File: config.mk
export PLATFORM = sky130hd
export DESIGN_NAME = ro_puf_engine
export DESIGN_NICKNAME = d
export VERILOG_FILES = /design/src/rtl/ro_puf_engine.sv
export SDC_FILE = /design/constraint.sdc
export NUM_CORES = 1
export LEC_CHECK = 0
export CAP_MARGIN = 30
export CORE_AREA = 2 2 223 225
export DETAILED_ROUTE_END_ITERATION = 6
export DIE_AREA = 0 0 225 227
export PLACE_DENSITY_LB_ADDON = 0.05
export SYNTH_ARGS = -nofsm -noshare
export SYNTH_HDL_FRONTEND = slang
export SYNTH_SLANG_ARGS = --single-unit
File: constraint.sdc
create_clock -name clk -period 11.05 [get_ports clk]
set_input_delay 1.6575 -clock clk [delete_from_list [all_inputs] [get_ports clk]]
set_output_delay 1.6575 -clock clk [all_outputs]
set_load 0.05 [all_outputs]
File: src/rtl/ro_puf_engine.sv
// ro_puf_engine: ring-oscillator PUF response engine; selects one RO per bank per bit,
// counts synchronised rising edges over a fixed window and compares the two counts.
module ro_puf_engine #(
  parameter int RO_NO      = 256,
  parameter int SEL_W      = 8,
  parameter int CNT_W      = 16,
  parameter int WIN_CYC    = 1024,
  parameter int SETTLE_CYC = 16,
  parameter int RESP_BITS  = 8
) (
  input  logic                 clk,
  input  logic                 rst,
  input  logic                 start,
  input  logic [SEL_W-1:0]     chall0,
  input  logic [SEL_W-1:0]     chall1,
  input  logic [RO_NO-1:0]     ro_out0,
  input  logic [RO_NO-1:0]     ro_out1,
  output logic                 ro_en,
  output logic                 busy,
  output logic                 done,
  output logic [RESP_BITS-1:0] response,
  output logic [RESP_BITS-1:0] tie_mask,
  output logic [CNT_W-1:0]     last_cnt0,
  output logic [CNT_W-1:0]     last_cnt1
);
  localparam int KW = RESP_BITS > 1 ? $clog2(RESP_BITS) : 1;
  localparam int TW = $clog2((WIN_CYC > SETTLE_CYC ? WIN_CYC : SETTLE_CYC) + 1);
  typedef enum logic [2:0] {IDLE, SETTLE, COUNT, COMPARE, DONE} state_t;
  state_t st;
  logic [KW-1:0] k;
  logic [SEL_W-1:0] c0_lat, c1_lat, sel0, sel1, nsel0, nsel1;
  logic [TW-1:0] tmr;
  logic [CNT_W-1:0] cnt0, cnt1;
  logic [1:0] sync0, sync1;
  logic sync0_d, sync1_d, edge0, edge1, load, samp0, samp1, last_bit, set_end, win_end;
  assign sel0 = c0_lat + SEL_W'(k);
  assign sel1 = c1_lat + SEL_W'(k);
  assign nsel0 = st == IDLE ? chall0 : sel0 + SEL_W'(1);
  assign nsel1 = st == IDLE ? chall1 : sel1 + SEL_W'(1);
  // On entry to SETTLE the first flop already samples the next RO, so the
  // pipeline holds three real samples by the first COUNT cycle.
  assign load = (st == IDLE && start) || (st == COMPARE && !last_bit);
  assign samp0 = ro_out0[load ? nsel0 : sel0];
  assign samp1 = ro_out1[load ? nsel1 : sel1];
  assign edge0 = sync0[1] & ~sync0_d;
  assign edge1 = sync1[1] & ~sync1_d;
  assign last_bit = k == KW'(RESP_BITS - 1);
  assign set_end = tmr == TW'(SETTLE_CYC - 1);
  assign win_end = tmr == TW'(WIN_CYC - 1);
  always_ff @(posedge clk or negedge rst) begin
    if (!rst) begin
      st <= IDLE;
      k <= '0;
      c0_lat <= '0;
      c1_lat <= '0;
      tmr <= '0;
      cnt0 <= '0;
      cnt1 <= '0;
      sync0 <= '0;
      sync1 <= '0;
      sync0_d <= 1'b0;
      sync1_d <= 1'b0;
      ro_en <= 1'b0;
      busy <= 1'b0;
      done <= 1'b0;
      response <= '0;
      tie_mask <= '0;
      last_cnt0 <= '0;
      last_cnt1 <= '0;
    end else begin
      sync0 <= load ? {1'b0, samp0} : {sync0[0], samp0};
      sync1 <= load ? {1'b0, samp1} : {sync1[0], samp1};
      sync0_d <= load ? 1'b0 : sync0[1];
      sync1_d <= load ? 1'b0 : sync1[1];
      done <= 1'b0;
      case (st)
        IDLE: if (start) begin
          c0_lat <= chall0;
          c1_lat <= chall1;
          k <= '0;
          response <= '0;
          tie_mask <= '0;
          tmr <= '0;
          cnt0 <= '0;
          cnt1 <= '0;
          busy <= 1'b1;
          ro_en <= 1'b1;
          st <= SETTLE;
        end
        SETTLE: begin
          cnt0 <= '0;
          cnt1 <= '0;
          tmr <= set_end ? '0 : tmr + TW'(1);
          st <= set_end ? COUNT : SETTLE;
        end
        COUNT: begin
          if (edge0 && !(&cnt0)) cnt0 <= cnt0 + CNT_W'(1);
          if (edge1 && !(&cnt1)) cnt1 <= cnt1 + CNT_W'(1);
          tmr <= win_end ? '0 : tmr + TW'(1);
          ro_en <= !win_end;
          st <= win_end ? COMPARE : COUNT;
        end
        COMPARE: begin
          response[k] <= cnt0 > cnt1;
          tie_mask[k] <= cnt0 == cnt1;
          last_cnt0 <= cnt0;
          last_cnt1 <= cnt1;
          if (last_bit) begin
            done <= 1'b1;
            st <= DONE;
          end else begin
            k <= k + KW'(1);
            cnt0 <= '0;
            cnt1 <= '0;
            tmr <= '0;
            ro_en <= 1'b1;
            st <= SETTLE;
          end
        end
        DONE: begin
          busy <= 1'b0;
          st <= IDLE;
        end
        default: st <= IDLE;
      endcase
    end
  end
endmodule

# After elaboration in Yosys (flattened, before gate mapping)

Cells that the tools add are included.
W data, S select, Z words.

Register bits after elaboration: 122
Input port bits: 531
Output and inout bits: 51
Word-level logic and storage cells: 116

Add/sub/neg operators: 8
Order comparisons: 5
Equal/unequal tests: 12
Multiplexer cells: 44
Bitwise logic cells: 4
Reduce and logical (&&, ||, !) cells: 25

Operators by type and width:

| cell                    | number |
|---|---|
| $pmux W16 S4            | 2 |
| $mux W16                | 4 |
| $mux W11                | 4 |
| $pmux W11 S4            | 1 |
| $mux W8                 | 5 |
| $add A16 B1 Y16 const B | 2 |
| $pmux W8 S2             | 2 |
| $reduce_and A16 Y1      | 2 |
| $lt A8 B9 Y1 const B    | 2 |
| $add A8 B1 Y8 const B   | 2 |
| $add A8 B3 Y8           | 2 |
| $bmux W1 S8             | 2 |
| $bwmux W8               | 2 |
| $eq A16 B16 Y1          | 1 |
| $gt A16 B16 Y1          | 1 |
| $mux W3                 | 4 |
| $pmux W3 S4             | 1 |
| $add A11 B1 Y11 const B | 1 |
| $eq A11 B10 Y1 const B  | 1 |
| $eq A11 B4 Y1 const B   | 1 |
| $mux W1                 | 10 |
| $reduce_and A3 Y1       | 3 |
| $ne A2 B2 Y1 const B    | 4 |
| $reduce_and A4 Y1       | 2 |
| 21 further kinds        | 37 |

# Depth between registers and ports, before layout

Gate-level depths: netlist (run 1).

Depth after elaboration: 8
Gate-level depth with buffers: 17
Mapped depth without buffers: 14

# Worst setup path before layout (run 1)

Ideal clock, no wire load.

Path type: input-to-reg
Start: input port start
End: register sync1[0]
Library setup time: 135 ps
Data arrival time: 4544 ps
Required time: 10915 ps
Slack: 6371 ps
Cell stages on the path: 11
Buffers on the path: 2
Cell sequence: or4b_1 > buf_4 > nand2_8 > mux2i_2 > buf_2 > mux4_2 > mux2i_1 > nand2_1 > a31o_2 > a221oi_1 > a22oi_1

Longest elaborated chain between the ends: 6

Ends and longest elaborated chain:

| what                 | RTL line | source |
|---|---|---|
| start, declared      | 13       | `input logic start,` |
| $logic_and A1 B1 Y1  | 42       | `assign load = (st == IDLE && start) \|\| (st == COMPARE && !last_bit);` |
| $logic_or A1 B1 Y1   | 42       |  |
| $mux W8              | 44       | `assign samp1 = ro_out1[load ? nsel1 : sel1];` |
| $bmux W1 S8          | 44       |  |
| $mux W1              | 44       |  |
| named net samp1      | 35       | `logic sync0_d, sync1_d, edge0, edge1, load, samp0, samp1, last_bit, set_end, win_end;` |
| $mux W2              | 72       | `sync1 <= load ? {1'b0, samp1} : {sync1[0], samp1};` |
| end signal, assigned | 72       |  |
| end, declared        | 34       | `logic [1:0] sync0, sync1;` |

The timed path passes the listed nets, and every way through them passes these cells. The select of a mux whose other input is x is not followed.
A chain may end at the register's enable or synchronous reset.

# Final worst setup path (run 1)

Start: input port start
End: register sync0[0]

Longest elaborated chain between the ends: 6

Ends and longest elaborated chain:

| what                 | RTL line | source |
|---|---|---|
| $logic_and A1 B1 Y1  | 42       |  |
| $logic_or A1 B1 Y1   | 42       |  |
| $mux W8              | 43       | `assign samp0 = ro_out0[load ? nsel0 : sel0];` |
| $bmux W1 S8          | 43       |  |
| $mux W1              | 43       |  |
| named net samp0      | 35       |  |
| $mux W2              | 71       | `sync0 <= load ? {1'b0, samp0} : {sync0[0], samp0};` |
| end signal, assigned | 71       |  |
| end, declared        | 34       |  |

The timed path passes the listed nets, and every way through them passes these cells. The select of a mux whose other input is x is not followed.

==> results.toml, run 1 <==
[worst_hold_path]
hold_depth = 2
hp-class = "flop to flop"

[synthesis]
ys_types = 78
yosysSeqAreaShare = 0.269
yosys.area.top_type = "dfrtp_1"
ys_ff_latch = 122
syn_avg_cell_area_um2 = 9.44
synth_enable_flop_cells = 0
yosys_warnings = 0
async_reset_ff_frac = 1.00
yosys-top-cells-count = "nand2_1, dfrtp_1, mux2i_1"
syn_area_mm2 = 0.0113
syn-num-nets = 1764
netlist.area_leader.share = 0.269
yosys-top-cells-area = "dfrtp_1, mux4_2, mux2i_1"
ys.flop_type = "dfrtp_1"
synthCells = 1202
yosysMostFrequentCell = "nand2_1"

[sta]
tightest_slew_ns = 0.899
finalHoldViolCount = 0
finalSetupViolCount = 0
timing.slew.headroom = 0.401
rsz0062_at_grt = "false"
finalSetupTns_ns = 0
setup_ws_ns = 4.91
finalCritPeriodShare = 0.556
max_freq_mhz = 163
fin_skew_ns = 0.00971
fin_crit_ns = 6.14
drv_slew = 0

[route]
dr.pass1.iters = 5
postRouteAntennaNets = 0
drt_iter0_markers = 645
vias = 11600
drc = 0
drt-total-wl_mm = 53.1
vias_per_cell = 4.87
routedWlPerCell_um = 22.3

[pwr]
power.leakage_uw = 0.00716
power.density_mw_per_mm2 = 266
ir_drop_mv = 0.252

[floorplanning]
dieArea_mm2 = 0.0511
rows = 81
dieHeight_um = 227
start_util = 0.234
core_mm2 = 0.0485
io_pins = 582
die_x_um = 225

[placed_design]
place_hpwl_mm = 43.8
place_ws_ns = 4.38
finalWeightedCongestion = 0.832
dp.cells = 2344
port_buffers = 581

[layout]
fin_util = 0.379
fin_cells = 2385
final_nets = 2304
area.growth.synth_to_final_pct = 62.2
fillCellCount = 4880
drive_gt1_frac = 0.0991

[worst_setup_path]
crit_path_end_kind = "flop"
critPathKind = "primary input to flop"
critPathArrivalTime_ns = 6.43
r2r_cells = 14
start_kind = "primary input"
crit_path_max_fanout = 65
cp.required_ns = 11.34

[outcome]
status = "completed"

[cts]
post_cts_buffers = 0
cts.path.max_buffers = 2
clock_sinks = 122
clk_pin_slew_ns = 0.06
cts_root_buf = "clkbuf_16"
cts_buffers = 17
hold_buffers = 0
cts_tree = "done"
cts_resized = 0
clk_latency_ns = 0.42
htreeDepth = 4

[global_route]
grtUsageTotal = 0.202
grt_pass1_wl_mm = 77.6
antenna_found_initial = 11
grt_pass1_vias = 12100
grt_max_degree = 83
overflow = 0

[flow_run]
drv_cap = 0
where the power goes:
part | internal (uW) | leakage (uW) | total, uW | switching [uW]
combinational | 1690 | 0.00522 | 3720 | 2030
clock | 375 | 0.000293 | 586 | 211
sequential | 513 | 0.00165 | 588 | 75.0
total | 2580 | 0.00716 | 4890 | 2310
per-layer routing:
metal	wire length (um)	global-route usage	part of all wire	vias up
met4	631	0.0406	0.012	8
met1	22700	0.258	0.43	5628
met2	27400	0.357	0.52	301
met5	49	0	0.00092	-
met3	2240	0.0382	0.042	39
li1	-	-	-	5628
through the flow:
step | hold slack [ns] | total power [uW] | area, um2
2_1_floorplan | 0.450 | 3350 | 11300
4_1_cts | 0.487 | 4970 | 18400
6_report | 0.479 | 4890 | 18400
5_1_grt | 0.508 | 5310 | 18400
3_5_place_dp | 0.474 | 4360 | 17700
3_3_place_gp | 0.463 | 4320 | 17700
layout by cell type, fill, tap and decap left out, types with 5 or more instances in the layout:
cell type	synthesis	final
nand3b_1	5	5
diode_2	0	8
mux2i_1	110	110
o211ai_1	9	9
a21o_1	7	7
clkbuf_16	0	17
ha_1	29	29
nor3_1	20	20
o2111ai_1	5	5
or3_1	8	8
clkdlybuf4s50_1	0	580
nand2_1	145	145
a21oi_1	23	23
buf_4	11	22
o21a_1	13	13
inv_1	29	29
nand3_1	44	44
xnor2_1	29	29
o21ai_0	56	56
mux2_2	27	27
and3_1	17	17
a31oi_1	10	10
and2_1	6	6
nor4_1	6	6
nand4_1	14	14
nor2b_1	52	52
nand2b_1	5	5
dfrtp_1	122	122
xor2_1	20	20
nor2_1	78	76
nor4b_1	5	5
a2111oi_0	8	8
clkinv_2	0	5
a211oi_1	74	74
mux4_2	70	70
critical path: stages:
cell,delay [ns]
clkdlybuf4s50_1,0.53
nor4b_4,0.20
buf_4,0.33
nor2_2,0.23
a221oi_4,0.26
buf_4,0.65
buf_4,0.72
mux4_2,0.59
o21a_1,0.11
a211oi_1,0.22
a21oi_1,0.10
o32ai_1,0.16
nor4b_1,0.08
or4_1,0.52
sequential cells by signal, indices dropped and copies added (netlist names), 2 cells and up:
signal,flops
response,8
k,3
st,3
c1_lat,8
sync0,2
sync1,2
last_cnt0,16
tmr,11
tie_mask,8
c0_lat,8
cnt0,16
cnt1,16
last_cnt1,16
layout make-up:
class	instances	area, um2	share of cell area
Timing Repair Buffer	605	6050	0.329
Inverter	29	109	0.00592
Tap cell	622	778	0.0423
Multi-Input combinational cell	967	7780	0.423
Clock buffer	19	433	0.0235
Antenna cell	8	20.0	0.00109
Clock inverter	13	176	0.00959
Sequential cell	122	3050	0.166
final timing paths:
check | from | end | slack [ns]
max | start | sync0[0] | 4.91
min | last_cnt1[4] | last_cnt1[4] | 0.48
max reg2reg | k[0] | sync0[0] | 5.56
min reg2reg | last_cnt1[4] | last_cnt1[4] | 0.48
max in group asynchronous | rst | c0_lat[2] | 8.54
min in group asynchronous | rst | last_cnt1[11] | 1.29
kinds of logic after synthesis:
kind of cell    after synthesis  synth area share
fa+ha+maj                    31            0.0355
flops                       122             0.269
compound gates              252             0.157
xor+xnor                     49            0.0378
mux                         209             0.266
simple gates                426             0.187
buf+inv                     113            0.0483
Power figures use the tool's default switching activity.
==> inputs of run 2 (changes only) <==
Settings changed: CORE_AREA 2 2 223 225 to 2 2 225 227, DIE_AREA 0 0 225 227 to 0 0 227 229.
Clock period 11.05 ns to 5.5 ns, I/O delays scaled along.
==> run 2 against run 1 <==
Clock power is 96% higher; critical path depth shrank 1; clock skew up 0.0077 ns; final cell count is 2.9% higher; power is 100% higher; sequential cell count unchanged; via count rose by 0.76%; cell area increased by 0.87%; wire length grew 3.8%; die area rose by 1.8%; hold slack worse by 0.11 ns.
==> results.toml, run 2 (synthesized netlist as in run 1, its figures left out) <==
[route]
drc = 0
vias = 11700
postRouteAntennaNets = 0
dr.pass1.iters = 7
drt_iter0_markers = 611
vias_per_cell = 4.76
routedWlPerCell_um = 22.4
drt-total-wl_mm = 55.1

[sta]
fin_skew_ns = 0.0174
rsz0062_at_grt = "false"
tightest_slew_ns = 0.844
fin_crit_ns = 4.63
drv_slew = 0
finalSetupViolCount = 0
max_freq_mhz = 216
finalCritPeriodShare = 0.842
finalHoldViolCount = 0
finalSetupTns_ns = 0
timing.slew.headroom = 0.437

[worst_setup_path]
critPathKind = "flop to flop"
critPathArrivalTime_ns = 4.91
crit_path_end_kind = "flop"
start_kind = "flop"
crit_path_max_fanout = 21
cp.required_ns = 5.78

[global_route]
overflow = 0
antenna_found_initial = 21
grt_pass1_wl_mm = 80.9
grt_pass1_vias = 12500
grt_max_degree = 80
grtUsageTotal = 0.210

[floorplanning]
io_pins = 582
die_x_um = 227
start_util = 0.228
dieArea_mm2 = 0.0520
rows = 82
dieHeight_um = 229
core_mm2 = 0.0497

[layout]
final_nets = 2317
area.growth.synth_to_final_pct = 63.6
layout_commonest_cell = "clkdlybuf4s50_1"
fin_util = 0.374
drive_gt1_frac = 0.106
most-common-layout-cells = "clkdlybuf4s50_1, nand2_1, dfrtp_1"
fillCellCount = 5129

[cts]
clk_latency_ns = 0.42
cts_resized = 0
clk_pin_slew_ns = 0.06
cts_buffers = 17
htreeDepth = 4
hold_buffers = 0
clock_sinks = 122
cts_root_buf = "clkbuf_16"
cts.path.max_buffers = 2
cts_tree = "done"
post_cts_buffers = 0

[placed_design]
port_buffers = 581
finalWeightedCongestion = 1.03
place_hpwl_mm = 46.1

[pwr]
finalPower_uw = 10000
ir_drop_mv = 0.437
power.density_mw_per_mm2 = 539
power.leakage_uw = 0.00721

[outcome]
status = "completed"

[worst_hold_path]
hp-class = "primary input to async pin"

[flow_run]
drv_cap = 0
==> run 2: cell types whose count changed in the layout (fill, tap and decap cells not counted), sizes merged <==
cell,delta
buf,+13
inv,+7
diode,+6
clkinv,-4
bufinv,-2
clkbuf,-1
==> run 2: path summary, 6_finish.rpt <==
check	cells after the start	start	end	slack (ns)
setup / recovery	13	k[0]	sync0[0]	0.87
hold / removal	1	rst	last_cnt1[11]	0.37
setup reg to reg	13	k[0]	sync0[0]	0.87
hold reg to reg	2	last_cnt1[7]	last_cnt1[7]	0.47
max in group asynchronous	2	rst	c0_lat[6]	4.06
min in group clk	2	last_cnt1[7]	last_cnt1[7]	0.47
==> run 2: metal layers <==
layer	global-route usage	wire length, um	part of all wire	vias to the layer above
li1	-	-	-	5650
met1	0.259	22900	0.42	5681
met2	0.367	28600	0.52	319
met3	0.0444	2830	0.051	38
met4	0.0564	754	0.014	4
met5	0	14	0.00025	-
==> run 2: worst max-delay path: stages, from the launching register on <==
cell and delay [ns]:
dfrtp_1 0.58, ha_1 0.26, inv_1 0.06, fa_1 0.40, xnor2_1 0.35, and3_1 0.34, nand2_1 0.08, mux2i_1 0.33
or2_2 0.58, a2111oi_0 0.15, or4b_1 0.59, o32ai_1 0.15, nor4_1 0.10, or4_1 0.54
==> run 2: where the power goes <==
part / switching (uW) / internal (uW) / leakage (uW)
combinational: 4140 / 3530 / 0.00529
clock: 468 / 678 / 0.000279
sequential: 157 / 1030 / 0.00165
total: 4770 / 5240 / 0.00721
==> run 2: area by class of cell <==
type                            instances  area (um2)  share of cell area
Multi-Input combinational cell        967        7780               0.419
Timing Repair Buffer                  618        6150               0.332
Sequential cell                       122        3050               0.164
Tap cell                              672         841              0.0453
Clock buffer                           18         429              0.0231
Clock inverter                         14         158             0.00849
Inverter                               29         109             0.00586
Antenna cell                           14        35.0             0.00189
==> run 2: metrics by stage <==
step                instance area [um2]  setup slack (ns)  instances  hold WS (ns)
floorplan                         11300              1.65       1202         0.450
global placement                  17900             0.686       2408         0.463
detailed placement                17900             0.668       2408         0.469
CTS                               18500             0.793       2440         0.376
global route                      18600             0.499       2454         0.397
finish                            18600             0.867       2454         0.368
